==> src/rtl/down_counter_if.sv <==
// -----------------------------------------------------------------------------
// down_counter_if
// Groups the control inputs and status outputs of down_counter.
//   load/load_val : capture a new start value (and reload value)
//   start         : begin or restart a countdown
//   en            : count enable
//   auto_reload   : periodic-mode select (honoured only with DOWN_CNT_RELOAD_EN)
//   q/tc/busy/done: registered count and status returned by the counter
// Modports: master drives control and reads status; slave is the counter side.
// -----------------------------------------------------------------------------
interface down_counter_if #(
    parameter int WIDTH = 4
);
    logic             load;
    logic [WIDTH-1:0] load_val;
    logic             start;
    logic             en;
    logic             auto_reload;
    logic [WIDTH-1:0] q;
    logic             tc;
    logic             busy;
    logic             done;

    modport master (
        output load, load_val, start, en, auto_reload,
        input  q, tc, busy, done
    );

    modport slave (
        input  load, load_val, start, en, auto_reload,
        output q, tc, busy, done
    );
endinterface

==> src/rtl/down_counter.sv <==
// -----------------------------------------------------------------------------
// down_counter
// Loadable, enable-gated down counter with a one-cycle terminal-count pulse.
// Ports:
//   clk  : rising-edge clock
//   rst  : asynchronous, active-low reset
//   bus  : down_counter_if.slave (load, load_val, start, en, auto_reload in;
//          q, tc, busy, done out, all registered)
// Optional feature: define DOWN_CNT_RELOAD_EN to honour auto_reload (periodic
// mode). Without it the auto_reload input is ignored and every count is
// one-shot.
// Input priority in every state: load > start > en.
// -----------------------------------------------------------------------------
module down_counter #(
    parameter int WIDTH = 4
) (
    input  logic           clk,
    input  logic           rst,
    down_counter_if.slave  bus
);

    typedef enum logic [1:0] {
        ST_IDLE = 2'b00,
        ST_RUN  = 2'b01,
        ST_DONE = 2'b10
    } state_t;

    localparam logic [WIDTH-1:0] ZERO = {WIDTH{1'b0}};
    localparam logic [WIDTH-1:0] ONE  = {{(WIDTH-1){1'b0}}, 1'b1};

    state_t           state_r;
    state_t           state_next_s;
    logic [WIDTH-1:0] q_r;
    logic [WIDTH-1:0] q_next_s;
    logic [WIDTH-1:0] reload_r;
    logic [WIDTH-1:0] reload_next_s;
    logic             tc_r;
    logic             tc_next_s;
    logic             busy_r;
    logic             done_r;
    logic             reload_mode_s;

`ifdef DOWN_CNT_RELOAD_EN
    assign reload_mode_s = bus.auto_reload;
`else
    // Periodic mode is compiled out; the port is kept for a stable interface.
    logic unused_auto_reload_s;
    assign unused_auto_reload_s = bus.auto_reload;
    assign reload_mode_s        = 1'b0;
`endif

    // Next-state, next-count and terminal-count decode.
    always_comb begin
        state_next_s  = state_r;
        q_next_s      = q_r;
        reload_next_s = reload_r;
        tc_next_s     = 1'b0;

        if (bus.load) begin
            // Load aborts whatever is in progress and never raises tc.
            q_next_s      = bus.load_val;
            reload_next_s = bus.load_val;
            state_next_s  = ST_IDLE;
        end else begin
            case (state_r)
                ST_IDLE: begin
                    if (bus.start) begin
                        if (q_r != ZERO) begin
                            state_next_s = ST_RUN;
                        end else begin
                            // Zero-length countdown terminates immediately.
                            state_next_s = ST_DONE;
                            tc_next_s    = 1'b1;
                        end
                    end else begin
                        state_next_s = ST_IDLE;
                    end
                end

                ST_RUN: begin
                    if (bus.start) begin
                        // Restart from the stored start value.
                        if (reload_r != ZERO) begin
                            q_next_s     = reload_r;
                            state_next_s = ST_RUN;
                        end else begin
                            q_next_s     = ZERO;
                            state_next_s = ST_DONE;
                            tc_next_s    = 1'b1;
                        end
                    end else if (bus.en) begin
                        if (q_r > ONE) begin
                            q_next_s = q_r - ONE;
                        end else if (q_r == ONE) begin
                            tc_next_s = 1'b1;
                            if (reload_mode_s && (reload_r != ZERO)) begin
                                q_next_s     = reload_r;
                                state_next_s = ST_RUN;
                            end else begin
                                q_next_s     = ZERO;
                                state_next_s = ST_DONE;
                            end
                        end else begin
                            // q==0 cannot occur in RUN; retire safely, no tc.
                            q_next_s     = ZERO;
                            state_next_s = ST_DONE;
                        end
                    end else begin
                        q_next_s = q_r;
                    end
                end

                ST_DONE: begin
                    if (bus.start) begin
                        if (reload_r != ZERO) begin
                            q_next_s     = reload_r;
                            state_next_s = ST_RUN;
                        end else begin
                            q_next_s     = ZERO;
                            state_next_s = ST_DONE;
                            tc_next_s    = 1'b1;
                        end
                    end else begin
                        q_next_s = ZERO;
                    end
                end

                default: begin
                    // Illegal encoding: return to a known quiet state.
                    q_next_s     = ZERO;
                    state_next_s = ST_IDLE;
                end
            endcase
        end
    end

    // State, count, reload and status registers.
    always_ff @(posedge clk or negedge rst) begin
        if (!rst) begin
            state_r  <= ST_IDLE;
            q_r      <= ZERO;
            reload_r <= ZERO;
            tc_r     <= 1'b0;
            busy_r   <= 1'b0;
            done_r   <= 1'b0;
        end else begin
            state_r  <= state_next_s;
            q_r      <= q_next_s;
            reload_r <= reload_next_s;
            tc_r     <= tc_next_s;
            // Status flags are registered from the next state so they track it.
            busy_r   <= (state_next_s == ST_RUN);
            done_r   <= (state_next_s == ST_DONE);
        end
    end

    assign bus.q    = q_r;
    assign bus.tc   = tc_r;
    assign bus.busy = busy_r;
    assign bus.done = done_r;

endmodule
==> src/flat_wrapper.sv <==
// flat-port wrapper written by rule: the top's interface ports become plain ports
module down_counter_flat 
#(
    parameter int WIDTH = 4
)
  (clk, rst, bus_load, bus_load_val, bus_start, bus_en, bus_auto_reload, bus_q, bus_tc, bus_busy, bus_done);
  down_counter_if #(.WIDTH(WIDTH)) bus_i ();
  input  logic clk;
  input  logic rst;
  input wire logic [$bits(bus_i.load)-1:0] bus_load;
  input wire logic [$bits(bus_i.load_val)-1:0] bus_load_val;
  input wire logic [$bits(bus_i.start)-1:0] bus_start;
  input wire logic [$bits(bus_i.en)-1:0] bus_en;
  input wire logic [$bits(bus_i.auto_reload)-1:0] bus_auto_reload;
  output wire logic [$bits(bus_i.q)-1:0] bus_q;
  output wire logic [$bits(bus_i.tc)-1:0] bus_tc;
  output wire logic [$bits(bus_i.busy)-1:0] bus_busy;
  output wire logic [$bits(bus_i.done)-1:0] bus_done;
  assign bus_i.load = bus_load;
  assign bus_i.load_val = bus_load_val;
  assign bus_i.start = bus_start;
  assign bus_i.en = bus_en;
  assign bus_i.auto_reload = bus_auto_reload;
  assign bus_q = bus_i.q;
  assign bus_tc = bus_i.tc;
  assign bus_busy = bus_i.busy;
  assign bus_done = bus_i.done;
  down_counter #(.WIDTH(WIDTH)) u_core (.clk(clk), .rst(rst), .bus(bus_i));
endmodule
==> config.mk <==
export PLATFORM = sky130hd
export DESIGN_NAME = down_counter_flat
export DESIGN_NICKNAME = d
export VERILOG_FILES = /design/src/rtl/down_counter_if.sv /design/src/rtl/down_counter.sv /design/src/flat_wrapper.sv
export SDC_FILE = /design/constraint.sdc
export NUM_CORES = 1
export LEC_CHECK = 0
export CORE_MARGIN = 4
export CORE_UTILIZATION = 49
export DETAILED_ROUTE_END_ITERATION = 7
export HOLD_SLACK_MARGIN = 0.02
export PLACE_DENSITY = 0.82
export SLEW_MARGIN = 20
export SYNTH_ARGS = -nofsm -noshare
export SYNTH_HDL_FRONTEND = slang
export SYNTH_SLANG_ARGS = --single-unit
==> constraint.sdc <==
create_clock -name clk -period 2.08 [get_ports clk]
set_clock_uncertainty 0.15 [all_clocks]
set_input_delay 0.416 -clock clk [delete_from_list [all_inputs] [get_ports clk]]
set_output_delay 0.416 -clock clk [all_outputs]
set_load 0.1 [all_outputs]
Word-level counts from Yosys, hierarchy flattened
Cells that the tools add are included.
W data, S select, Z words.
Storage, ports and cells
  flip-flop bits (word level): 13
  input port bits: 10
  output and inout port bits: 7
  word-level logic and storage cells: 45
Cells by class
  add/sub/neg operators: 1
  magnitude comparators: 1
  equal/unequal tests: 7
  mux-type cells: 26
  reductions and logical operators: 4
Operators with widths (number)
  $mux W4: 6
  $mux W2: 8
  $pmux W4 S3: 1
  $mux W1: 9
  $reduce_bool A4 Y1: 2
  $pmux W2 S3: 1
  $eq A2 B1 Y1 const B: 2
  $eq A2 B2 Y1 const B: 2
  $eq A4 B1 Y1 const B: 1
  $gt A4 B1 Y1 const B: 1
  $ne A4 B4 Y1 const B: 1
  $sub A4 B1 Y4 const B: 1
  $pmux W1 S3: 1
  $logic_not A2 Y1: 1
  $ne A2 B2 Y1 const B: 1
  $reduce_and A2 Y1: 1

Logic depth before layout (Yosys ltp)
  depth after elaboration: 7
  mapped depth: 6
  mapped depth without buffers: 6

Worst setup path before layout
OpenSTA, ideal clock, no wires.
  kind: reg-to-reg
  from: register u_core.q_r[0] (netlist: u_core.bus.q[0])
  to: register u_core.busy_r (netlist: u_core.bus.busy)
  library setup time: 0.066 ns
  arrival time: 2.144 ns
  slack: -0.280 ns
  cell stages (with the launch flop): 7
  buffers on the path: 0
  clock period less this slack: 2.360 ns
  cell sequence: dfrtp_1 > inv_1 > ha_1 > nor2_1 > and4b_1 > nor4_4 > and2_1
On the way
  longest elaborated chain between the ends: 7
  elaborated cells on any way between the ends: 10
Ends and longest elaborated chain
  start: declaration: line down_counter.sv:33  | logic [WIDTH-1:0] q_r;
  start signal: assignment: line down_counter.sv:148  | q_r <= q_next_s;
  $gt A4 B1 Y1: line down_counter.sv:92  | if (q_r > ONE) begin
  $mux W2: line down_counter.sv:92
  $mux W2: line down_counter.sv:91  | end else if (bus.en) begin
  $mux W2: line down_counter.sv:81  | if (bus.start) begin
  $pmux W2 S3 (*): line down_counter.sv:65  | case (state_r)
  $mux W2 (*): line down_counter.sv:59  | if (bus.load) begin
  $eq A2 B1 Y1 (*): line down_counter.sv:152  | busy_r <= (state_next_s == ST_RUN);
  end signal: assignment: line down_counter.sv:152
  end: declaration: line down_counter.sv:39  | logic busy_r;
Mark *: on every way between the ends. The rest lies on a longest branch, timed or not.
A chain may end at the register's enable or synchronous reset.

Worst setup path in the final report
  from: register u_core.state_r[0]
  to: register u_core.busy_r (netlist: u_core.bus.busy)
On the way
  longest elaborated chain between the ends: 6
  elaborated cells on any way between the ends: 10
Ends and longest elaborated chain
  start: declaration: line down_counter.sv:31  | state_t state_r;
  start signal: assignment: line down_counter.sv:147  | state_r <= state_next_s;
  $mux W2: line down_counter.sv:92
  $mux W2: line down_counter.sv:91
  $mux W2: line down_counter.sv:81
  $pmux W2 S3 (*): line down_counter.sv:65
  $mux W2 (*): line down_counter.sv:59
  via u_core.state_next_s[0]: line down_counter.sv:32  | state_t state_next_s;
  $eq A2 B1 Y1 (*): line down_counter.sv:152
Mark *: on every way through the listed nets, which the timed path passes. The rest lies on a longest branch.

==> reports/metrics.cfg <==
[power_and_ir_drop]
switchingPower_w = 0.000283
leakagePower_nw = 0.475
peakVddDrop_uv = 499
total_power_w = 0.000747
pwr-share-clk = 0.205
p_int_w = 0.000464
powerDensity_nw_per_um2 = 680
pwr-share-comb = 0.379
switching_share = 0.378
p_seq_frac = 0.415

[place]
place_worst_setup_slack_ns = 0.0102
routabilityCongestion = 0.863
dpl.hpwl_um = 1540
portBuffers = 15

[synthesis]
yosys.area_share.simple = 0.217
synth_xor_area_frac = 0.0206
yosys.area.top_type = dfrtp_1
synth_most_common_cell = dfrtp_1
synth_cell_types = 35
yosys-top-cells-count = dfrtp_1, ha_1, inv_1, nor2_1, nor3_1
async_flop_share = 1.00
synth_flop_cell = dfrtp_1
ys_ff_latch = 13
synth_top_family_by_area = simple AND/OR/NAND/NOR gates
seq_area_frac_synth = 0.382
postSynthAreaPerCell_um2 = 10.7
synth.mux.area_fraction = 0.0396
synth_compound_area_frac = 0.185
synth_top_area_share = 0.382
synth_area_leaders = dfrtp_1, ha_1, mux2_2
syn_area_um2 = 852
synthAdderAreaFrac = 0.103
synthCells = 80
yosysWarnings = 0
synth_nets = 97
synth_edf_count = 0

[clocking]
root_buffer = clkbuf_4
clock_sinks = 13
ctsHoldBuffers = 0
numCtsBuffers = 3
post_cts_buffers = 0
cts_tree = built
cts.clk_slew.worst_paths_ns = 0.08
h-tree-depth = 1
cts_max_path_buffers = 2
clock_latency_ns = 0.27

[sta]
setup_viol = 0
rsz0062_at_grt = no
min_period_ns = 1.93
tightest_slew_ns = 0.563
max_freq_mhz = 518
hold_viol = 0
drv_slew = 0
timing.final.ws_setup_ns = 0.148
fin_crit_sh = 0.929
fin_tns_setup_ns = 0
relSlewSlack = 0.624

[routing]
drtAntennaViolNets = 0
wl_um = 1930
drtPass1Iterations = 4
vias = 680
drt_iter0_drc = 17
drc = 0
avgViaCountPerCell = 5.86
wl_per_cell_um = 16.6

[critical_path]
critPathRequiredTime_ns = 2.10
r2r_start = u_core.state_r[0]$_DFF_PN0_
regToRegEndpoint = u_core.bus.busy$_DFF_PN0_
ff2ff_setup_slack_ns = 0.15
startpoint_type = register
r2r_cells = 6
critical_path_arrival_ns = 1.95
critPathCaptureType = register
critPathMaxFanout = 4
crit_type = reg -> reg
cp-endpoint = u_core.bus.busy$_DFF_PN0_
cp-startpoint = u_core.state_r[0]$_DFF_PN0_

[job]
max-cap-violations = 0

[floorplan]
die_area_um2 = 2470
die_h_um = 49.7
ios = 17
rows = 14
fp.coreArea_um2 = 1580
die_x_um = 49.7
initial_core_util = 0.540

[grt]
met1_usage = 0.199
top_usage_layer = met2
overflow = 0
use_met2 = 0.302
grt.total_usage = 0.170
grt_max_degree = 14
antenna_found_initial = 0
grt_pass1_vias = 688
met3_usage = 0.0512
grt_first_pass_wirelength_um = 3220

[final_layout]
area_delta_synth_final_pct = 28.9
nets = 118
antennaDiodeCount = 0
fillCellCount = 122
drive_above_1_share = 0.300

[outcome]
status = completed

[hold_path]
hp-class = in -> async

==> kinds of logic (layout without fill, tap and decap cells) <==
kind of cell | Yosys count | after routing
flip-flops | 13 | 13
adder cells (fa/ha/maj) | 7 | 7
multiplexers | 3 | 3
AO/OA/AOI/OAI | 21 | 21
AND/OR/NAND/NOR | 25 | 25
XOR/XNOR | 2 | 2
buffers and inverters | 9 | 29
==> cell type report <==
class / instances / area, µm² / area share
clock buffers: 4 / 26.3 / 0.0239
flip-flops and latches: 13 / 330 / 0.301
well taps: 16 / 20.0 / 0.0182
repair buffers: 19 / 213 / 0.194
multi-input cells: 58 / 487 / 0.443
inverters: 6 / 22.5 / 0.0205
==> flip-flops by register name, summed over array words and instances, names as in the netlist <==
name,cells
u_core.reload_r,4
u_core.bus.busy,1
u_core.bus.done,1
u_core.state_r,2
u_core.bus.tc,1
u_core.bus.q,4
==> layout by cell type (no fill, tap or decap), types with 2 or more instances in the layout <==
master	n
a21oi_1	2
a22oi_1	3
a2bb2oi_1	3
and2_1	2
buf_12	4
buf_4	7
clkbuf_4	3
clkdlybuf4s50_1	8
dfrtp_1	9
dfrtp_2	4
ha_1	7
inv_1	6
mux2_2	3
nand2_1	2
nand2b_1	2
nor2_1	5
nor3_1	4
o21ai_0	3
o31ai_1	2
xnor2_1	2
==> worst min path at each step <==
stage	cells after the start	slack, ns	from	end
after floorplan	0	-0.03	rst	u_core.bus.busy$_DFF_PN0_
after global placement	1	0.38	u_core.reload_r[2]$_DFFE_PN0P_	u_core.reload_r[2]$_DFFE_PN0P_
after detailed placement	1	0.40	u_core.reload_r[0]$_DFFE_PN0P_	u_core.reload_r[0]$_DFFE_PN0P_
after global routing	1	0.40	rst	u_core.reload_r[1]$_DFFE_PN0P_
after CTS	1	0.38	rst	u_core.reload_r[1]$_DFFE_PN0P_
final	1	0.35	rst	u_core.reload_r[2]$_DFFE_PN0P_
==> repair_timing <==
action | in CTS | in global routing
endpoints found under the hold margin | 0 | 0
resized for setup | 0 | 1
setup endpoints to repair | 0 | 1
==> worst max-delay path, stage by stage, from the launching register on <==
cell and delay [ns]:
dfrtp_1 0.43, inv_1 0.10, ha_1 0.24, nand2b_1 0.15
o41a_1 0.33, o221a_2 0.28, and2_1 0.15
==> power by group through the flow <==
stage,sequential (W),clock (W),combinational (W)
6_report,0.000310,0.000153,0.000283
5_1_grt,0.000314,0.000174,0.000300
4_1_cts,0.000309,0.000159,0.000284
3_5_place_dp,0.000314,0,0.000283
3_3_place_gp,0.000313,0,0.000274
2_1_floorplan,0.000386,0,0.000112
==> through the flow <==
step	cell area (µm²)	cells	util	hold slack, ns
2_1_floorplan	857	80	-	-0.0296
3_3_place_gp	1070	112	0.677	0.379
3_5_place_dp	1070	112	0.677	0.402
4_1_cts	1090	116	0.694	0.381
5_1_grt	1100	116	0.697	0.398
6_report	1100	116	0.697	0.351
==> routing by layer <==
| layer | vias up | part of all wire |
|---|---|---|
| li1 | 332 | - |
| met1 | 320 | 0.41 |
| met2 | 26 | 0.52 |
| met3 | 2 | 0.056 |
| met4 | 0 | 0.0093 |
| met5 | - | 0 |
Note: power is estimated with default switching activity, not from simulation.
